**src/rtl/mux_nx1_scan_if.sv**
```systemverilog
// Channel bus for mux_nx1_scan: packed channel inputs and controls toward the mux,
// registered selection result back toward the consumer.
interface mux_nx1_scan_if #(
  parameter int unsigned WIDTH = 4,
  parameter int unsigned CH    = 4,
  parameter int unsigned SELW  = 2
);
  logic [CH*WIDTH-1:0] D;
  logic [SELW-1:0]     SEL;
  logic                Gbar;
  logic                MODE;
  logic [WIDTH-1:0]    Y;
  logic [SELW-1:0]     CH_OUT;
  logic                VALID;
  logic                WRAP;

  modport master (
    output D, SEL, Gbar, MODE,
    input  Y, CH_OUT, VALID, WRAP
  );

  modport slave (
    input  D, SEL, Gbar, MODE,
    output Y, CH_OUT, VALID, WRAP
  );
endinterface

```
**src/rtl/mux_nx1_scan.sv**
```systemverilog
// N-channel registered mux with active-low enable and a dwell-timed auto-scan mode
// that steps through every channel and pulses WRAP on the last sample of a frame.
module mux_nx1_scan #(
  parameter int unsigned WIDTH = 4,
  parameter int unsigned CH    = 4,
  parameter int unsigned SELW  = 2,
  parameter int unsigned DWELL = 3
) (
  input  logic          CLK,
  input  logic          RST,
  mux_nx1_scan_if.slave bus
);
  localparam int unsigned DCW = (DWELL > 1) ? $clog2(DWELL) : 1;

  // One extra bit so CH == 2**SELW still compares correctly.
  localparam logic [SELW:0]   ChLim   = (SELW+1)'(CH);
  localparam logic [SELW-1:0] LastCh  = SELW'(CH - 1);
  localparam logic [DCW-1:0]  LastCnt = DCW'(DWELL - 1);

  logic [WIDTH-1:0] y_q, y_d;
  logic [SELW-1:0]  ch_q, ch_d;
  logic             valid_q, valid_d;
  logic             wrap_q, wrap_d;
  logic [SELW-1:0]  ptr_q, ptr_d;
  logic [DCW-1:0]   dcnt_q, dcnt_d;

  logic             sel_ok;
  logic [SELW-1:0]  src;
  logic [WIDTH-1:0] src_data;

  always_comb begin
    sel_ok   = ({1'b0, bus.SEL} < ChLim);
    src      = bus.MODE ? ptr_q : bus.SEL;
    src_data = '0;
    for (int i = 0; i < CH; i++) begin
      if (src == SELW'(i)) src_data = bus.D[i*WIDTH +: WIDTH];
    end
  end

  always_comb begin
    y_d     = '0;
    valid_d = 1'b0;
    wrap_d  = 1'b0;
    ch_d    = ch_q;
    ptr_d   = ptr_q;
    dcnt_d  = dcnt_q;
    if (!bus.Gbar) begin
      if (!bus.MODE) begin
        // Manual select also seeds the scan pointer so a later scan starts here.
        ch_d   = bus.SEL;
        dcnt_d = '0;
        if (sel_ok) begin
          y_d     = src_data;
          valid_d = 1'b1;
          ptr_d   = bus.SEL;
        end else begin
          ptr_d = '0;
        end
      end else begin
        y_d     = src_data;
        ch_d    = ptr_q;
        valid_d = 1'b1;
        if (dcnt_q == LastCnt) begin
          wrap_d = (ptr_q == LastCh);
          dcnt_d = '0;
          ptr_d  = (ptr_q == LastCh) ? '0 : ptr_q + SELW'(1);
        end else begin
          dcnt_d = dcnt_q + DCW'(1);
        end
      end
    end
  end

  always_ff @(posedge CLK or posedge RST) begin
    if (RST) begin
      y_q     <= '0;
      ch_q    <= '0;
      valid_q <= 1'b0;
      wrap_q  <= 1'b0;
      ptr_q   <= '0;
      dcnt_q  <= '0;
    end else begin
      y_q     <= y_d;
      ch_q    <= ch_d;
      valid_q <= valid_d;
      wrap_q  <= wrap_d;
      ptr_q   <= ptr_d;
      dcnt_q  <= dcnt_d;
    end
  end

  assign bus.Y      = y_q;
  assign bus.CH_OUT = ch_q;
  assign bus.VALID  = valid_q;
  assign bus.WRAP   = wrap_q;
endmodule

```
**src/flat_wrapper.sv**
```systemverilog
// flat-port wrapper written by rule: the top's interface ports become plain ports
module mux_nx1_scan_flat 
#(
  parameter int unsigned WIDTH = 4,
  parameter int unsigned CH    = 4,
  parameter int unsigned SELW  = 2,
  parameter int unsigned DWELL = 3
)
  (CLK, RST, bus_D, bus_SEL, bus_Gbar, bus_MODE, bus_Y, bus_CH_OUT, bus_VALID, bus_WRAP);
  mux_nx1_scan_if #(.WIDTH(WIDTH), .CH(CH), .SELW(SELW)) bus_i ();
  input  logic CLK;
  input  logic RST;
  input wire logic [$bits(bus_i.D)-1:0] bus_D;
  input wire logic [$bits(bus_i.SEL)-1:0] bus_SEL;
  input wire logic [$bits(bus_i.Gbar)-1:0] bus_Gbar;
  input wire logic [$bits(bus_i.MODE)-1:0] bus_MODE;
  output wire logic [$bits(bus_i.Y)-1:0] bus_Y;
  output wire logic [$bits(bus_i.CH_OUT)-1:0] bus_CH_OUT;
  output wire logic [$bits(bus_i.VALID)-1:0] bus_VALID;
  output wire logic [$bits(bus_i.WRAP)-1:0] bus_WRAP;
  assign bus_i.D = bus_D;
  assign bus_i.SEL = bus_SEL;
  assign bus_i.Gbar = bus_Gbar;
  assign bus_i.MODE = bus_MODE;
  assign bus_Y = bus_i.Y;
  assign bus_CH_OUT = bus_i.CH_OUT;
  assign bus_VALID = bus_i.VALID;
  assign bus_WRAP = bus_i.WRAP;
  mux_nx1_scan #(.WIDTH(WIDTH), .CH(CH), .SELW(SELW), .DWELL(DWELL)) u_core (.CLK(CLK), .RST(RST), .bus(bus_i));
endmodule
```
**config.mk**
```make
export PLATFORM = sky130hd
export DESIGN_NAME = mux_nx1_scan_flat
export DESIGN_NICKNAME = d
export VERILOG_FILES = /design/src/rtl/mux_nx1_scan_if.sv /design/src/rtl/mux_nx1_scan.sv /design/src/flat_wrapper.sv
export SDC_FILE = /design/constraint.sdc
export NUM_CORES = 1
export LEC_CHECK = 0
export ABC_AREA = 1
export CORE_UTILIZATION = 25
export CTS_CLUSTER_SIZE = 24
export DETAILED_ROUTE_END_ITERATION = 6
export MAX_ROUTING_LAYER = met4
export PLACE_DENSITY_LB_ADDON = 0.12
export REMOVE_ABC_BUFFERS = 1
export SYNTH_ARGS = -nofsm -noshare
export SYNTH_HDL_FRONTEND = slang
export SYNTH_SLANG_ARGS = --single-unit
```
**constraint.sdc**
```tcl
create_clock -name CLK -period 2.48 [get_ports CLK]
set_clock_uncertainty 0.15 [all_clocks]
set_input_delay 0.496 -clock CLK [delete_from_list [all_inputs] [get_ports CLK]]
set_output_delay 0.496 -clock CLK [all_outputs]
set_load 0.02 [all_outputs]
```
# Word level (Yosys, flattened, before mapping)
# Index checks and enable logic that the tools add are counted.
# word_totals
reg_bits	12
inputBits	22
output_inout_bits	8
word_cells	32
# op_classes
addsub	2
n_eq_ne	6
mux	15
n_bitwise	1
n_reduce_logical	2
# ops
cell	n
4-bit two-way mux	5
2-bit two-way mux	6
2-bit equality test (second input constant)	4
2-bit by 1-bit adder with 2-bit output (second input constant)	2
1-bit two-way mux	4
2-bit by 1-bit equality test with 1-bit output (second input constant)	1
2-bit zero test	1
2-bit by 1-bit inequality test with 1-bit output (second input constant)	1
2-bit AND reduction	1
1-bit NOT	1

# Logic depth before layout (Yosys ltp)
# depth
depth_word	7
mapped_depth	9
ltp_nobuf	8

# Worst setup path after synthesis
# OpenSTA, ideal clock, no wires.
# synth_timing
path_type	input port to flip-flop
startpoint	input bus_MODE
endpoint	register u_core.y_q[0], in the netlist u_core.bus.Y[0]
setup_ns	0.123
arrival_ns	1.127
required_ns	2.207
setup_slack_ns	1.079
path_stages	6
n_path_buf	1
cell_sequence	buf_6 nor2_4 nor2_8 or2_1 nand2_1 a21oi_1
# synth_via
elab_chain_cells	7
elab_cells_between_ends	10
cone_classes	eq/ne (3); mux (6); reduce/logical (1)
# synth_lines
element	line	source
start, declared	flat_wrapper.sv:16	input wire logic [$bits(bus_i.MODE)-1:0] bus_MODE;
2-bit two-way mux *	mux_nx1_scan.sv:33	src = bus.MODE ? ptr_q : bus.SEL;
2-bit zero test	mux_nx1_scan.sv:36	if (src == SELW'(i)) src_data = bus.D[i*WIDTH +: WIDTH];
4-bit two-way mux (3 in series)	mux_nx1_scan.sv:36	
4-bit two-way mux *	mux_nx1_scan.sv:36	
4-bit two-way mux *	mux_nx1_scan.sv:47	if (!bus.Gbar) begin
via u_core.y_d[0]	mux_nx1_scan.sv:20	logic [WIDTH-1:0] y_q, y_d;
end signal, assigned	mux_nx1_scan.sv:83	y_q <= y_d;
end, declared	mux_nx1_scan.sv:20	
# Mark *: on every way through the listed nets, which the timed path passes. The rest lies on a longest branch.
# A chain may end at the register's enable or synchronous reset.

# Worst setup path after layout
# layout_timing
startpoint	register u_core.ch_q[0], in the netlist u_core.bus.CH_OUT[0]
endpoint	output bus_CH_OUT[0]
# layout_lines
element	line	source
start, declared	mux_nx1_scan.sv:21	logic [SELW-1:0] ch_q, ch_d;
start signal, assigned	mux_nx1_scan.sv:84	ch_q <= ch_d;
end, declared	flat_wrapper.sv:18	output wire logic [$bits(bus_i.CH_OUT)-1:0] bus_CH_OUT;
# No word-level cell between the ends.

==> results by group <==
Worst hold path
  – Min-Delay Path Depth: 2
  – Worst hold-check path type: reg -> reg

Placed design
  – GP Congestion: between 0.7 and 0.8
  – Port bufs: 29
  – DP HPWL: approximately 1.2 mm
  – Setup WS pre-CTS: 331.1 ps
  – Cells after DPL: 136

STA
  – Unrepaired setup endpoints after global routing: false
  – Final Hold Viols: 0
  – Setup tns final: 0 ps
  – Slew Limit Fails: 0
  – Worst slew margin: 67.71%
  – Fmax: ~540 MHz
  – Crit path time final: 1866 ps
  – Actual slew at the worst max-slew pin: 483.8 ps
  – Final worst path period share: 75.25%
  – PnR worst setup slack: 613.8 ps
  – Final setup violation count: 0

GRT
  – Met3 GRT Util: 1.695%
  – GR peak layer: met2
  – Gr ovfl total: 0
  – M2 GR Usage: 19.14%
  – GRT Total Usage: a little over an eighth
  – Vias in the first global route: 620
  – Wire length of the first global-routing pass: 2.622 mm
  – Antenna violations before repair: 0
  – M1 GR Usage: 17.41%
  – Largest net degree at the start of global routing: 13

Setup path
  – Critical path buffer and inverter count: 1
  – Required @ worst endpoint: 1830 ps
  – Reg2reg path depth: 7
  – Worst EP arrival: 1220 ps
  – CP top delay family: buffers and inverters
  – CP Depth: 1
  – Crit path max-delay cell type: clkdlybuf4s50_1
  – Crit path kind: reg -> out
  – Crit Path Max Fanout: 2
  – Crit. End Element: output port
  – Startpoint types: flop
  – Crit path cell chain: clkdlybuf4s50_1
  – Largest stage delay, worst path: 600 ps

Yosys
  – Mapped cell area: 671.9 um2
  – Netlist cell types: 22
  – Top-count cell post-synth: nand2_1
  – Dominant cell type by area after synthesis: dfrtp_1
  – Synth cell count leaders: 14 x nand2_1, 12 x dfrtp_1, 7 x a21oi_1, 7 x o21ai_0, 6 x nand3_1
  – Seq/Total Area, Yosys: about 45%
  – Mapped Avg Cell Area: 8.505 um2
  – Synth top area share: between 40% and 50%
  – Synthesis-stage register bit count: 12
  – FFs w/ async S/R, synth: between 90% and 100%
  – Synth Warn #: 0
  – EDFF count, synth: 0
  – Synth top area cells: dfrtp_1 45%, nand2_1 7.8%, a21oi_1 5.2%
  – Cells after synthesis: 79
  – Post-synth top flop: dfrtp_1

Drt
  – Router iterations before antenna repair: 4
  – Avg WL per Cell: 10.67 um
  – DR iter-0 viols: 13
  – Via Count: 608
  – Drc violations: 0
  – WL final: 1.494 mm
  – Detail Route Antenna Nets: 0
  – Vias/cell: 4.343

Job
  – Max-cap violations: 0

Clock network
  – Max clock buf depth: 2
  – Post-cts hold buffer count: 0
  – Post CTS Setup Buffer Count: 0
  – Worst skew pair latency: 270 ps
  – Clock sinks: 12
  – Post-CTS sizing: 0
  – Total CTS buffers: 3
  – Root buffer cell: clkbuf_4
  – CTS tree: done
  – H-tree levels: 1
  – Clock slew at reported path FFs: 80 ps

Die
  – Core Area: ~2500 um2
  – Die Ht: 53.84 um
  – Initial Util: 26.88%
  – Site Rows: 18
  – Ports: 30
  – Full die area: 2899 um2
  – Die W: 53.84 um

Power
  – Power Total: ~600 uW
  – Pwr dens: 584.5 nW/um2
  – Peak VDD IR: 0.2825 mV
  – Leakage: 0.4505 nW

Final layout
  – Area of the multi-input gates: 322.8 um2
  – Number of fill cells in the layout: approximately 260
  – Diode count: 0
  – Area occupied by registers: 300.3 um2
  – Layout cells sized above 1: 13.64%
  – P&R area growth vs syn: 51.96%
  – Post-Layout Cell Count: 140
  – Final #Nets: 134

Outcome
  – Status: finished clean
## metal layers
metal / share of wire (%) / routed length [um]
met1: 49 / 729
met2: 44 / 662
met3: 4.4 / 65
met4: 2.4 / 36
met5: 0 / 0
## sequential cells by signal, indices dropped and copies added, names as in the netlist
register and flops:
u_core.bus.CH_OUT 2, u_core.bus.VALID 1, u_core.bus.WRAP 1, u_core.bus.Y 4
u_core.dcnt_q 2, u_core.ptr_q 2
## path summary, 6_finish.rpt
path / start / end / slack (ps)
max in group asynchronous: RST / u_core.bus.Y[0]$_DFF_PP0_ / 1460
min in group asynchronous: RST / u_core.bus.CH_OUT[0]$_DFFE_PP0N_ / 390
setup / recovery: u_core.bus.CH_OUT[0]$_DFFE_PP0N_ / bus_CH_OUT[0] / 610
hold reg to reg: u_core.bus.CH_OUT[1]$_DFFE_PP0N_ / u_core.bus.CH_OUT[1]$_DFFE_PP0N_ / 340
hold / removal: u_core.bus.CH_OUT[1]$_DFFE_PP0N_ / u_core.bus.CH_OUT[1]$_DFFE_PP0N_ / 340
setup reg to reg: u_core.ptr_q[1]$_DFFE_PP0P_ / u_core.bus.Y[2]$_DFF_PP0_ / 1200
## through the flow
step / hold slack [ps] / util, % / area (um2)
after floorplan: 210.7 / - / 656.9
after global placement: 317.6 / 39.39 / 984.7
after detailed placement: 323.4 / 39.39 / 984.7
after CTS: 345.6 / 40.84 / 1021
after global routing: 386.5 / 40.84 / 1021
final: 335.8 / 40.84 / 1021
## kinds of logic after synthesis
| kind of cell | Yosys count | synth area share [%] |
|---|---|---|
| AOI/OAI and AO/OA | 20 | 15.27 |
| adders and majority gates | 1 | 1.862 |
| DFF | 12 | 44.69 |
| buffers and inverters | 10 | 7.262 |
| and+or+nand+nor | 36 | 30.91 |
## placed cells by master (no fill, tap or decap), drive strengths merged
cell type,n
o21ai,11
inv,7
dfrtp,12
o22ai,1
a21oi,7
nor3,1
or2,4
nor2,5
ha,1
clkdlybuf4s50,29
a31oi,1
nand2,20
nand3,6
clkbuf,4
clkinv,1
## final cells by class
class                           instances  share of cell area (%)
Multi-Input combinational cell         57                   31.62
Timing Repair Buffer                   29                   28.43
Clock buffer                            4                   3.554
Inverter                                8                   3.309
Sequential cell                        12                   29.41
Tap cell                               30                   3.676
## power breakdown
| group | switching [mW] | internal, mW |
|---|---|---|
| clock network | 0.0682 | 0.0892 |
| logic | 0.104 | 0.0978 |
| registers | 0.0160 | 0.222 |
Note: power is estimated with default switching activity, not from simulation.
